## config.mk

```make
export PLATFORM = sky130hd
export DESIGN_NAME = wb_fifo_slave
export DESIGN_NICKNAME = d
export VERILOG_FILES = /design/src/rtl/ddk_wb_pkg.sv /design/src/rtl/sync_fifo.sv /design/src/rtl/wb_fifo_slave.sv
export SDC_FILE = /design/constraint.sdc
export NUM_CORES = 1
export LEC_CHECK = 0
export ABC_CLOCK_PERIOD_IN_PS = 7610
export CORE_MARGIN = 1
export CORE_UTILIZATION = 40
export CTS_CLUSTER_SIZE = 25
export DETAILED_ROUTE_END_ITERATION = 10
export PLACE_DENSITY_LB_ADDON = 0.15
export SYNTH_ARGS = -nofsm -noshare
export SYNTH_HDL_FRONTEND = slang
export SYNTH_SLANG_ARGS = --single-unit
```

## constraint.sdc

```tcl
create_clock -name clk_i -period 7.61 [get_ports clk_i]
set_input_delay 0.761 -clock clk_i [delete_from_list [all_inputs] [get_ports clk_i]]
set_output_delay 0.761 -clock clk_i [all_outputs]
set_load 0.01 [all_outputs]
```

## src/rtl/ddk_wb_pkg.sv

```systemverilog
// Shared constants for the Wishbone FIFO slave: register map, STATUS bit
// positions and CTRL bit positions.
package ddk_wb_pkg;

    // Register addresses
    localparam logic [7:0] ADR_DATA   = 8'h00;
    localparam logic [7:0] ADR_STATUS = 8'h01;
    localparam logic [7:0] ADR_COUNT  = 8'h02;
    localparam logic [7:0] ADR_CTRL   = 8'h03;

    // STATUS register bit indices
    localparam int STATUS_EMPTY     = 0;
    localparam int STATUS_FULL      = 1;
    localparam int STATUS_UNDERFLOW = 2;
    localparam int STATUS_OVERFLOW  = 3;

    // CTRL register bit indices
    localparam int CTRL_FLUSH = 0;

endpackage

```

## src/rtl/sync_fifo.sv

```systemverilog
// Synchronous FIFO with push/pop/flush. A pop on a full FIFO frees the slot
// for a same-cycle push; a pop on an empty FIFO never bypasses the push.
// Flush overrides everything and discards a same-cycle push silently.
module sync_fifo #(
    parameter int DEPTH_LOG2 = 4,
    parameter int DATA_W     = 8
) (
    input  logic                  clk,
    input  logic                  rst_n,
    input  logic                  push,
    input  logic                  pop,
    input  logic                  flush,
    input  logic [DATA_W-1:0]     push_data,
    output logic [DATA_W-1:0]     head,
    output logic [DEPTH_LOG2:0]   count,
    output logic                  full,
    output logic                  empty,
    output logic                  push_drop,
    output logic                  pop_fail
);

    localparam int DEPTH = 1 << DEPTH_LOG2;
    localparam int CNT_W = DEPTH_LOG2 + 1;

    logic [DATA_W-1:0]     mem [DEPTH];
    logic [DEPTH_LOG2-1:0] rd_ptr_reg, wr_ptr_reg;
    logic [CNT_W-1:0]      count_reg, count_next;
    logic                  do_push, do_pop;

    assign empty = (count_reg == '0);
    assign full  = (count_reg == CNT_W'(DEPTH));
    assign count = count_reg;
    assign head  = mem[rd_ptr_reg];

    assign do_pop    = pop && !empty && !flush;
    assign do_push   = push && !flush && (!full || do_pop);
    assign push_drop = push && !flush && full && !do_pop;
    assign pop_fail  = pop && !flush && empty;

    // Occupancy follows accepted pushes and pops; flush empties it
    always_comb begin
        count_next = count_reg;
        if (flush) begin
            count_next = '0;
        end else begin
            case ({do_push, do_pop})
                2'b10:   count_next = count_reg + CNT_W'(1);
                2'b01:   count_next = count_reg - CNT_W'(1);
                default: count_next = count_reg;
            endcase
        end
    end

    // Pointer and count registers
    always_ff @(posedge clk or negedge rst_n) begin
        if (!rst_n) begin
            rd_ptr_reg <= '0;
            wr_ptr_reg <= '0;
            count_reg  <= '0;
        end else begin
            count_reg <= count_next;
            if (flush) begin
                rd_ptr_reg <= '0;
                wr_ptr_reg <= '0;
            end else begin
                if (do_pop)  rd_ptr_reg <= rd_ptr_reg + DEPTH_LOG2'(1);
                if (do_push) wr_ptr_reg <= wr_ptr_reg + DEPTH_LOG2'(1);
            end
        end
    end

    // Storage write; contents need no reset since count gates visibility
    always_ff @(posedge clk) begin
        if (do_push) mem[wr_ptr_reg] <= push_data;
    end

endmodule

```

## src/rtl/wb_fifo_slave.sv

```systemverilog
// Wishbone-style byte slave in front of a sync_fifo: bus decode, sticky
// overflow/underflow flags and the registered ack/read-data outputs.
module wb_fifo_slave
    import ddk_wb_pkg::*;
#(
    parameter int DEPTH_LOG2 = 4,
    parameter int DATA_W     = 8,
    parameter int ADR_W      = 8
) (
    input  logic              clk_i,
    input  logic              rst_i,
    input  logic              stb_i,
    input  logic              we_i,
    input  logic [ADR_W-1:0]  adr_i,
    input  logic [DATA_W-1:0] dat_i,
    output logic [DATA_W-1:0] dat_o,
    output logic              ack_o,
    input  logic              push_i,
    input  logic [DATA_W-1:0] push_dat_i,
    output logic              full_o,
    output logic              empty_o
);

    logic                  rd_req, wr_req;
    logic                  sel_data, sel_status, sel_count, sel_ctrl;
    logic                  bus_push, bus_drop, fifo_push, flush;
    logic [DATA_W-1:0]     fifo_push_data, head, status, rd_data;
    logic [DEPTH_LOG2:0]   count;
    logic                  push_drop, pop_fail, full, empty;
    logic                  overflow_reg, overflow_next;
    logic                  underflow_reg, underflow_next;
    logic                  ack_reg;
    logic [DATA_W-1:0]     dat_reg, dat_next;

    assign rd_req     = stb_i && !we_i;
    assign wr_req     = stb_i && we_i;
    assign sel_data   = (adr_i == ADR_W'(ADR_DATA));
    assign sel_status = (adr_i == ADR_W'(ADR_STATUS));
    assign sel_count  = (adr_i == ADR_W'(ADR_COUNT));
    assign sel_ctrl   = (adr_i == ADR_W'(ADR_CTRL));

    // Producer port has priority over a loopback write to DATA
    assign bus_push       = wr_req && sel_data && !push_i;
    assign bus_drop       = wr_req && sel_data && push_i;
    assign fifo_push      = push_i || bus_push;
    assign fifo_push_data = push_i ? push_dat_i : dat_i;
    assign flush          = wr_req && sel_ctrl && dat_i[CTRL_FLUSH];

    sync_fifo #(
        .DEPTH_LOG2 (DEPTH_LOG2),
        .DATA_W     (DATA_W)
    ) u_fifo (
        .clk       (clk_i),
        .rst_n     (rst_i),
        .push      (fifo_push),
        .pop       (rd_req && sel_data),
        .flush     (flush),
        .push_data (fifo_push_data),
        .head      (head),
        .count     (count),
        .full      (full),
        .empty     (empty),
        .push_drop (push_drop),
        .pop_fail  (pop_fail)
    );

    assign full_o  = full;
    assign empty_o = empty;
    assign ack_o   = ack_reg;
    assign dat_o   = dat_reg;

    // Read mux and next read-data; dat_o holds while the bus is idle
    always_comb begin
        status                   = '0;
        status[STATUS_EMPTY]     = empty;
        status[STATUS_FULL]      = full;
        status[STATUS_UNDERFLOW] = underflow_reg;
        status[STATUS_OVERFLOW]  = overflow_reg;

        rd_data = '0;
        if (sel_data)        rd_data = pop_fail ? '0 : head;
        else if (sel_status) rd_data = status;
        else if (sel_count)  rd_data = DATA_W'(count);

        dat_next = dat_reg;
        if (stb_i) dat_next = rd_req ? rd_data : '0;
    end

    // Sticky flags: W1C clear first, then a same-cycle set wins
    always_comb begin
        overflow_next  = overflow_reg;
        underflow_next = underflow_reg;
        if (wr_req && sel_status && dat_i[STATUS_OVERFLOW])  overflow_next  = 1'b0;
        if (wr_req && sel_status && dat_i[STATUS_UNDERFLOW]) underflow_next = 1'b0;
        if (push_drop || bus_drop) overflow_next  = 1'b1;
        if (pop_fail)              underflow_next = 1'b1;
    end

    // Bus response and flag registers
    always_ff @(posedge clk_i or negedge rst_i) begin
        if (!rst_i) begin
            ack_reg       <= 1'b0;
            dat_reg       <= '0;
            overflow_reg  <= 1'b0;
            underflow_reg <= 1'b0;
        end else begin
            ack_reg       <= stb_i;
            dat_reg       <= dat_next;
            overflow_reg  <= overflow_next;
            underflow_reg <= underflow_next;
        end
    end

endmodule

```

* Yosys cells after proc, flatten, opt, wreduce, memory -nomap -nowiden
Memories as Yosys holds them, arrays and structs flattened.
Index checks and enable logic that the tools add are counted.
** Cells by class
- Add/subtract/negate cells :: 4
- Eq/ne operators :: 6
- Muxes and demuxes :: 18
- Reductions and logical operators :: 35
** Operator list (number)
- $mux W8 :: 4
- $logic_and A1 B1 Y1 :: 19
- $eq A8 B2 Y1 const B :: 2
- $mux W4 :: 4
- $mux W5 :: 3
- $pmux W5 S2 :: 1
- $add A4 B1 Y4 const B :: 2
- $eq A8 B1 Y1 const B :: 1
- $logic_not A8 Y1 :: 1
- $reduce_bool A2 Y1 :: 4
- $logic_not A1 Y1 :: 6
- $mux W1 :: 6
- $add A5 B1 Y5 const B :: 1
- $eq A5 B5 Y1 const B :: 1
- $logic_not A5 Y1 :: 1
- $sub A5 B1 Y5 const B :: 1
- $logic_or A1 B1 Y1 :: 3
- $reduce_bool A3 Y1 :: 1
- $eq A2 B1 Y1 const B :: 1
- $eq A2 B2 Y1 const B :: 1
** Storage, ports and cells
- Register bits after elaboration :: 24
- Memory bits (writable) :: 128
- Input port bits :: 29
- Output and inout bits :: 11
- Word-level logic and storage cells :: 71
- Memories kept :: 1
** Memories
- u_fifo.mem :: words 16, bits a word 8, rd ports 1, clocked after memory_dff 0, wr ports 1, RTL line sync_fifo.sv:25 : logic [DATA_W-1:0] mem [DEPTH];

* Logic depth before layout (Yosys ltp)
Gate-level depths: netlist of the first run.
- Word-level depth :: 10
- Depth in mapped cells :: 9
- Depth with buffers taken out :: 9

* Cells and area by module
From an unflattened synthesis of the first run, not the netlist that was laid out.
** Unflattened totals
- Cell total of the unflattened synthesis :: 432
- Area total of the unflattened synthesis :: 6701.4 um^2
** Modules (own cells, without submodules)
- sync_fifo :: instances 1, cells each 358, area each 5920.7 um^2, sequential area each 4169.0 um^2
- wb_fifo_slave :: instances 1, cells each 74, area each 780.7 um^2, sequential area each 275.3 um^2

* Worst setup path before layout of the first run
No wires, ideal clock.
- Path kind :: input port to flip-flop
- Start point :: input adr_i[3]
- End point :: memory u_fifo.mem[12][0] (enable)
- Library setup time :: 0.395 ns
- Arrival :: 2.650 ns
- Required time :: 7.215 ns
- Path slack :: 4.565 ns
- Stages on the path :: 6
- Buffers on the path :: 1
- Path through :: nor4_4 nand2_2 nor3_4 o21ai_2 buf_2 nor4_1
** On the way
- Longest elaborated chain between the ends :: 9
- Elaborated cells between the ends (all ways) :: 16
- Those cells by class :: 1 x eq/ne; 2 x mux; 13 x reduce/logical
** RTL lines
- from (decl) :: RTL line wb_fifo_slave.sv:14 : input logic [ADR_W-1:0] adr_i,
- $eq A8 B2 Y1 :: RTL line wb_fifo_slave.sv:40 : assign sel_ctrl = (adr_i == ADR_W'(ADR_CTRL));
- $logic_and A1 B1 Y1 (2 in series) :: RTL line wb_fifo_slave.sv:47 : assign flush = wr_req && sel_ctrl && dat_i[CTRL_FLUSH];
- $logic_not A1 Y1 :: RTL line sync_fifo.sv:35, sync_fifo.sv:36
- $logic_and A1 B1 Y1 :: RTL line sync_fifo.sv:35 : assign do_pop = pop && !empty && !flush;
- $logic_or A1 B1 Y1 :: RTL line sync_fifo.sv:36 : assign do_push = push && !flush && (!full || do_pop);
- $logic_and A1 B1 Y1 (*) :: RTL line sync_fifo.sv:36
- $mux W1 (*) :: RTL line sync_fifo.sv:74 : if (do_push) mem[wr_ptr_reg] <= push_data;
- $mux W1 (implied by the code) (*) :: RTL line sync_fifo.sv:74
- to (decl) :: RTL line sync_fifo.sv:25
Mark *: on every way between the ends. The rest lies on a longest branch, timed or not.

* Worst setup path after layout of the first run
- Start point :: input adr_i[1]
- End point :: memory u_fifo.mem[9][6] (enable)
Same word-level chain as after synthesis.

==> impl_metrics.csv, run 1 <==
group,metric,value,unit
status,outcome,"finished, final reports clean",
cells_and_area,syn_to_final_growth,20.5,%
cts,htree_levels,4,
synthesis,synth_nets,393,
synthesis,syn_area_per_cell,18.0,µm²
sta,finalSetupViolCount,0,
global_routing,grt_pass1_wl,22200,µm
setup_path,critPathKind,"input port to register",
placed_design,placed_cell_area,7160,µm²
sta,worst_slew_pin_slew,1.04,ns
setup_path,critPathCaptureType,"register",
global_routing,overflow,0,
synthesis,synthSimpleGateAreaFrac,6.67,%
cts,cts_setup_buffers,0,
synthesis,async_reset_ff_share,15.8,%
cells_and_area,largest_reg_flops,128,
setup_path,arrival,3.67,ns
cts,cts_max_path_buffers,2,
detailed_routing,ant_nets,0,
global_routing,antenna_found_initial,0,
synthesis,synthFlopType,"edfxtp_1",
cts,root_buffer,"clkbuf_16",
cts,cts.sinks,152,
synthesis,yosysTopAreaCellShare,59.7,%
synthesis,synth-compound-area-share,4.92,%
synthesis,synth_xor_area_share,0.680,%
sta,relSlewSlack,30.1,%
cts,path_clk_slew,0.06,ns
cells_and_area,final_area,7760,µm²
floorplanning,row_count,46,
sta,setup_tns,0,ns
min_path,hold_path_class,"register to register",
synthesis,synth_warnings,0,
sta,worst_slack,3.99,ns
synthesis,synth_top_family_by_area,"multiplexers",
setup_path,crit-reg2reg-launch,"u_fifo.count[0]$_DFFE_PN0P_",
sta,fmax,276,MHz
placed_design,io_buffer_count,39,
synthesis,yosysSeqAreaShare,69.0,%
sta,grt_setup_unrepaired,"no",
floorplanning,fp.dieH,129,µm
detailed_routing,wl_per_cell,23.0,µm
cells_and_area,final_cell_mix,"128 x edfxtp_1, 40 x mux4_2, 39 x clkdlybuf4s50_1",
synthesis,netlist-cell-type-count,52,
placed_design,hpwl,9710,µm
power_and_ir_drop,power,2.25,mW
min_path,hold_start,"dat_o[0]$_DFFE_PN0P_",
flow_run,maxCapViolCount,0,
cells_and_area,layout.nets,442,
floorplanning,ios,40,
setup_path,worstPathRequired,7.66,ns
sta,worst_hold_slack,0.489,ns
placed_design,globalplace.congestion,0.840,
global_routing,grt_pass1_vias,3478,
synthesis,synth-edff-count,128,
detailed_routing,vias,3495,
floorplanning,start_util,40.8,%
setup_path,cp_max_fo,16,
power_and_ir_drop,ir_worst_vdd,0.000182,V
sta,finalClockSkew,0.00698,ns
sta,hold_viol,0,
setup_path,start_kind,"input port",
global_routing,grt_max_degree,37,
synthesis,synthCells,358,
synthesis,ys_seq_elements,152,
detailed_routing,drcViolationCount,0,
global_routing,grt_usage,19.4,%
synthesis,syn-cell-area,6440,µm²
sta,finalCritPeriodShare,47.6,%
cells_and_area,drive_above_1_share,25.5,%
placed_design,pre_cts_ws,3.54,ns
floorplanning,coreArea,15800,µm²
detailed_routing,drtIter0Drc,303,
cts,cts_buffers,17,
cts,cts_tree,"done",
cts,clock_latency,0.42,ns
detailed_routing,via_per_inst,5.50,
power_and_ir_drop,p_leak,2.53,nW
sta,fin_crit,3.62,ns
power_and_ir_drop,p_per_area,290,nW/µm²
detailed_routing,drt-total-wl,14600,µm
sta,final-max-slew-violation-count,0,
cts,cts_resized,0,
cells_and_area,antenna_cells,0,
setup_path,cp-startpoint,"adr_i[1]",
synthesis,synth_area_leader_cell,"edfxtp_1",
cts,cts_hold_buf,0,
cells_and_area,nFillCells,1345,
synthesis,yosys-mux-area-fraction,15.6,%
synthesis,synth_fa_ha_area_share,1.17,%
floorplanning,die_x,129,µm
floorplanning,dieArea,16600,µm²
cells_and_area,final_common_cell,"edfxtp_1",
detailed_routing,firstDrtPassIters,4,
synthesis,synth_area_leaders,"edfxtp_1 60%, mux4_2 14%, dfrtp_1 9.3%",
Yosys cell counts, drive strengths merged, types with 2 or more instances:
master     n
a21oi      6
a22o       6
a22oi      3
a31oi      3
and2       2
buf        9
clkbuf     7
dfrtp     24
edfxtp   128
ha         6
inv       14
mux2       7
mux2i      2
mux4      40
nand2     22
nand2b     4
nand3      4
nand4      2
nor2      15
nor2b      4
nor4      14
o2111ai    2
o211ai     2
o21ai      5
o22ai      2
o2bb2ai    2
o31ai      2
o41ai      2
or3        4
or4        2
xnor2      3
xor2       2
worst max-delay path: stages:
cell and delay, ns:
clkdlybuf4s50_1 0.55, nor4_4 0.38, nand2_2 0.19, nor3_4 0.48, o21ai_2 0.11, buf_4 0.23
or3_1 0.39, nor2_1 0.57
metrics by stage:
stage / instances / util, %
2_1_floorplan: 358 / -
3_3_place_gp: 604 / 45.4
3_5_place_dp: 604 / 45.4
4_1_cts: 636 / 49.2
5_1_grt: 636 / 49.2
6_report: 636 / 49.2
area by class of cell:
| type | instances | area [µm²] | area share, % |
|---|---|---|---|
| tap | 216 | 270 | 3.48 |
| inverter | 15 | 56.3 | 0.726 |
| timing repair buffer | 46 | 443 | 5.71 |
| multi-input combinational | 175 | 1940 | 25.1 |
| sequential | 152 | 4450 | 57.3 |
| clock inverter | 10 | 144 | 1.86 |
| clock buffer | 22 | 454 | 5.86 |
power breakdown:
group | internal [mW] | switching (mW) | total (mW)
Clock | 0.526 | 0.328 | 0.854
Sequential | 1.00 | 0.0627 | 1.07
Combinational | 0.119 | 0.207 | 0.326
per-layer routing:
metal,share of wire [%],routed length [µm],global-route usage [%],vias up
met5,0,0,0,-
met4,1.1,154,6.23,0
met3,5.6,816,4.91,11
met2,47,6840,30.0,125
met1,47,6830,27.0,1814
li1,-,-,-,1545
cell families after synthesis:
| kind of cell | Yosys count |
|---|---|
| DFF | 152 |
| AOI/OAI and AO/OA | 39 |
| and+or+nand+nor | 76 |
| adders and majority gates | 6 |
| xor gates and xnor gates | 5 |
| muxes | 49 |
| buffers and inverters | 31 |
worst paths after layout:
check | to | slack [ns] | cells past startpoint
worst max-delay path | u_fifo.mem[9][6]$_DFFE_PP_ | 3.99 | 8
worst min-delay path | dat_o[0]$_DFFE_PN0P_ | 0.49 | 1
worst max register to register | u_fifo.mem[9][6]$_DFFE_PP_ | 4.54 | 8
worst min register to register | dat_o[0]$_DFFE_PN0P_ | 0.49 | 1
max in group asynchronous | u_fifo.rd_ptr_reg[0]$_DFFE_PN0P_ | 6.62 | 2
min in group asynchronous | u_fifo.count[2]$_DFFE_PN0P_ | 0.70 | 2
Power figures use the tool's default switching activity.
==> inputs of run 2 (changes only) <==
--- a/config.mk
+++ b/config.mk
@@ -5,7 +5,7 @@
 export SDC_FILE = /design/constraint.sdc
 export NUM_CORES = 1
 export LEC_CHECK = 0
-export ABC_CLOCK_PERIOD_IN_PS = 7610
+export ABC_CLOCK_PERIOD_IN_PS = 3000
 export CORE_MARGIN = 1
 export CORE_UTILIZATION = 40
 export CTS_CLUSTER_SIZE = 25
==> constraint.sdc (replaced) <==
create_clock -name clk_i -period 3 [get_ports clk_i]
set_input_delay 0.3 -clock clk_i [delete_from_list [all_inputs] [get_ports clk_i]]
set_output_delay 0.3 -clock clk_i [all_outputs]
set_load 0.01 [all_outputs]
==> impl_metrics.csv, run 2 (synthesized netlist as in run 1, its figures left out) <==
group,metric,value,unit
status,outcome,"finished, final reports clean",
setup_path,worst_r2r_endpoint,"u_fifo.mem[10][4]$_DFFE_PP_",
sta,finalSetupViolCount,0,
cells_and_area,final_common_cell,"edfxtp_1",
floorplanning,row_count,46,
global_routing,grt_usage,18.2,%
power_and_ir_drop,p_per_area,700,nW/µm²
detailed_routing,drtIter0Drc,242,
setup_path,cp_cell_sequence,"or4_4, or2_0, buf_4, inv_1, clkdlybuf4s50_1",
sta,finalCritPeriodShare,94.8,%
cts,cts_tree,"done",
setup_path,r2r_slack,0.18,ns
cells_and_area,syn_to_final_growth,23.1,%
cells_and_area,largest_reg_flops,128,
cells_and_area,drive_above_1_share,30.0,%
floorplanning,start_util,40.8,%
detailed_routing,via_per_inst,5.40,
cts,root_buffer,"clkbuf_16",
cts,cts.sinks,152,
sta,worst_hold_slack,0.491,ns
setup_path,arrival,2.54,ns
detailed_routing,firstDrtPassIters,4,
cts,htree_levels,4,
placed_design,io_buffer_count,39,
setup_path,critPathCaptureType,"output pin",
setup_path,cp_max_fo,6,
placed_design,hpwl,9750,µm
global_routing,grt_pass1_wl,21100,µm
floorplanning,fp.dieH,129,µm
sta,relSlewSlack,23.0,%
setup_path,r2r_cells,9,
cts,cts_setup_buffers,0,
cts,cts_resized,0,
sta,hold_viol,0,
cts,cts_hold_buf,0,
floorplanning,ios,40,
setup_path,crit-reg2reg-launch,"u_fifo.count[1]$_DFFE_PN0P_",
setup_path,critPathKind,"register to output pin",
global_routing,grt_max_degree,37,
cts,clock_latency,0.42,ns
detailed_routing,drcViolationCount,0,
global_routing,overflow,0,
sta,fin_crit,2.84,ns
sta,final-max-slew-violation-count,0,
detailed_routing,vias,3567,
setup_path,start_kind,"register",
cts,cts_max_path_buffers,2,
sta,finalClockSkew,0.00932,ns
setup_path,crit_family,"simple AND/OR/NAND/NOR gates",
setup_path,slowest_delay,0.56,ns
setup_path,critical-path-slowest-cell,"or4_4",
detailed_routing,ant_nets,0,
floorplanning,dieArea,16600,µm²
cts,cts_buffers,17,
cts,path_clk_slew,0.06,ns
floorplanning,die_x,129,µm
setup_path,worstPathRequired,2.70,ns
power_and_ir_drop,p_leak,2.65,nW
cells_and_area,antenna_cells,0,
cells_and_area,final_cell_mix,"128 x edfxtp_1, 40 x mux4_2, 39 x clkdlybuf4s50_1",
detailed_routing,wl_per_cell,21.4,µm
flow_run,maxCapViolCount,0,
sta,setup_tns,0,ns
sta,worst_slew_pin_slew,1.15,ns
sta,grt_setup_unrepaired,"no",
global_routing,grt_pass1_vias,3542,
placed_design,globalplace.congestion,0.871,
floorplanning,coreArea,15800,µm²
power_and_ir_drop,ir_worst_vdd,0.000389,V
sta,fmax,352,MHz
min_path,hold_path_class,"input port to async pin",
detailed_routing,drt-total-wl,14100,µm
cells_and_area,layout.nets,467,
global_routing,antenna_found_initial,0,
setup_path,path_buf_inv,3,
-- run 2: report_power, final --
group / switching [mW] / total (mW) / leakage (nW) / internal [mW]
clock: 0.837 / 1.98 / 0.263 / 1.14
combinational: 0.532 / 0.887 / 0.922 / 0.354
sequential: 0.140 / 2.68 / 1.46 / 2.54
total: 1.51 / 5.55 / 2.65 / 4.04
-- run 2: how the worst max path moves through the flow --
| stage | startpoint | to | slack [ns] | depth (start not counted) |
|---|---|---|---|---|
| 6_report | u_fifo.count[1]$_DFFE_PN0P_ | full_o | 0.16 | 5 |
| 5_1_grt | u_fifo.count[1]$_DFFE_PN0P_ | u_fifo.mem[10][4]$_DFFE_PP_ | 0.06 | 9 |
| 4_1_cts | u_fifo.count[1]$_DFFE_PN0P_ | full_o | 0.14 | 5 |
| 3_5_place_dp | adr_i[0] | u_fifo.mem[8][7]$_DFFE_PP_ | 0.02 | 9 |
| 3_3_place_gp | adr_i[0] | u_fifo.mem[11][6]$_DFFE_PP_ | 0.07 | 9 |
| 2_1_floorplan | adr_i[3] | u_fifo.mem[12][0]$_DFFE_PP_ | 0.42 | 6 |
-- run 2: metal layers --
layer	track usage (%)	vias to the layer above	share of wire [%]
li1	-	1591	-
met1	25.8	1847	46
met2	27.4	112	46
met3	3.95	17	5.7
met4	7.47	0	1.6
met5	0	-	0
-- run 2: layout make-up --
cell class / instances / area [µm²]
multi-input combinational: 175 / 1940
timing repair buffer: 71 / 656
inverter: 15 / 56.3
clock inverter: 14 / 125
sequential: 152 / 4450
clock buffer: 17 / 425
tap: 216 / 270
fill: 1348 / 7850
-- run 2: per-stage QoR --
step           cells  total power, mW  setup slack [ns]  util, %  area (µm²)
3_3_place_gp     629             3.60            0.0680     46.7        7370
4_1_cts          660             5.59             0.142     50.2        7920
5_1_grt          660             5.76            0.0569     50.2        7920
2_1_floorplan    358             3.18             0.416        -        6440
6_report         660             5.55             0.156     50.2        7920
3_5_place_dp     629             3.62            0.0217     46.7        7370
==> inputs of run 3 (changes only) <==
--- a/config.mk
+++ b/config.mk
@@ -10,6 +10,7 @@
 export CORE_UTILIZATION = 40
 export CTS_CLUSTER_SIZE = 25
 export DETAILED_ROUTE_END_ITERATION = 10
+export GPL_ROUTABILITY_DRIVEN = 0
 export PLACE_DENSITY_LB_ADDON = 0.15
 export SYNTH_ARGS = -nofsm -noshare
 export SYNTH_HDL_FRONTEND = slang
==> results of run 3 <==
Final layout, timing and power as in run 2 (identical DEF).
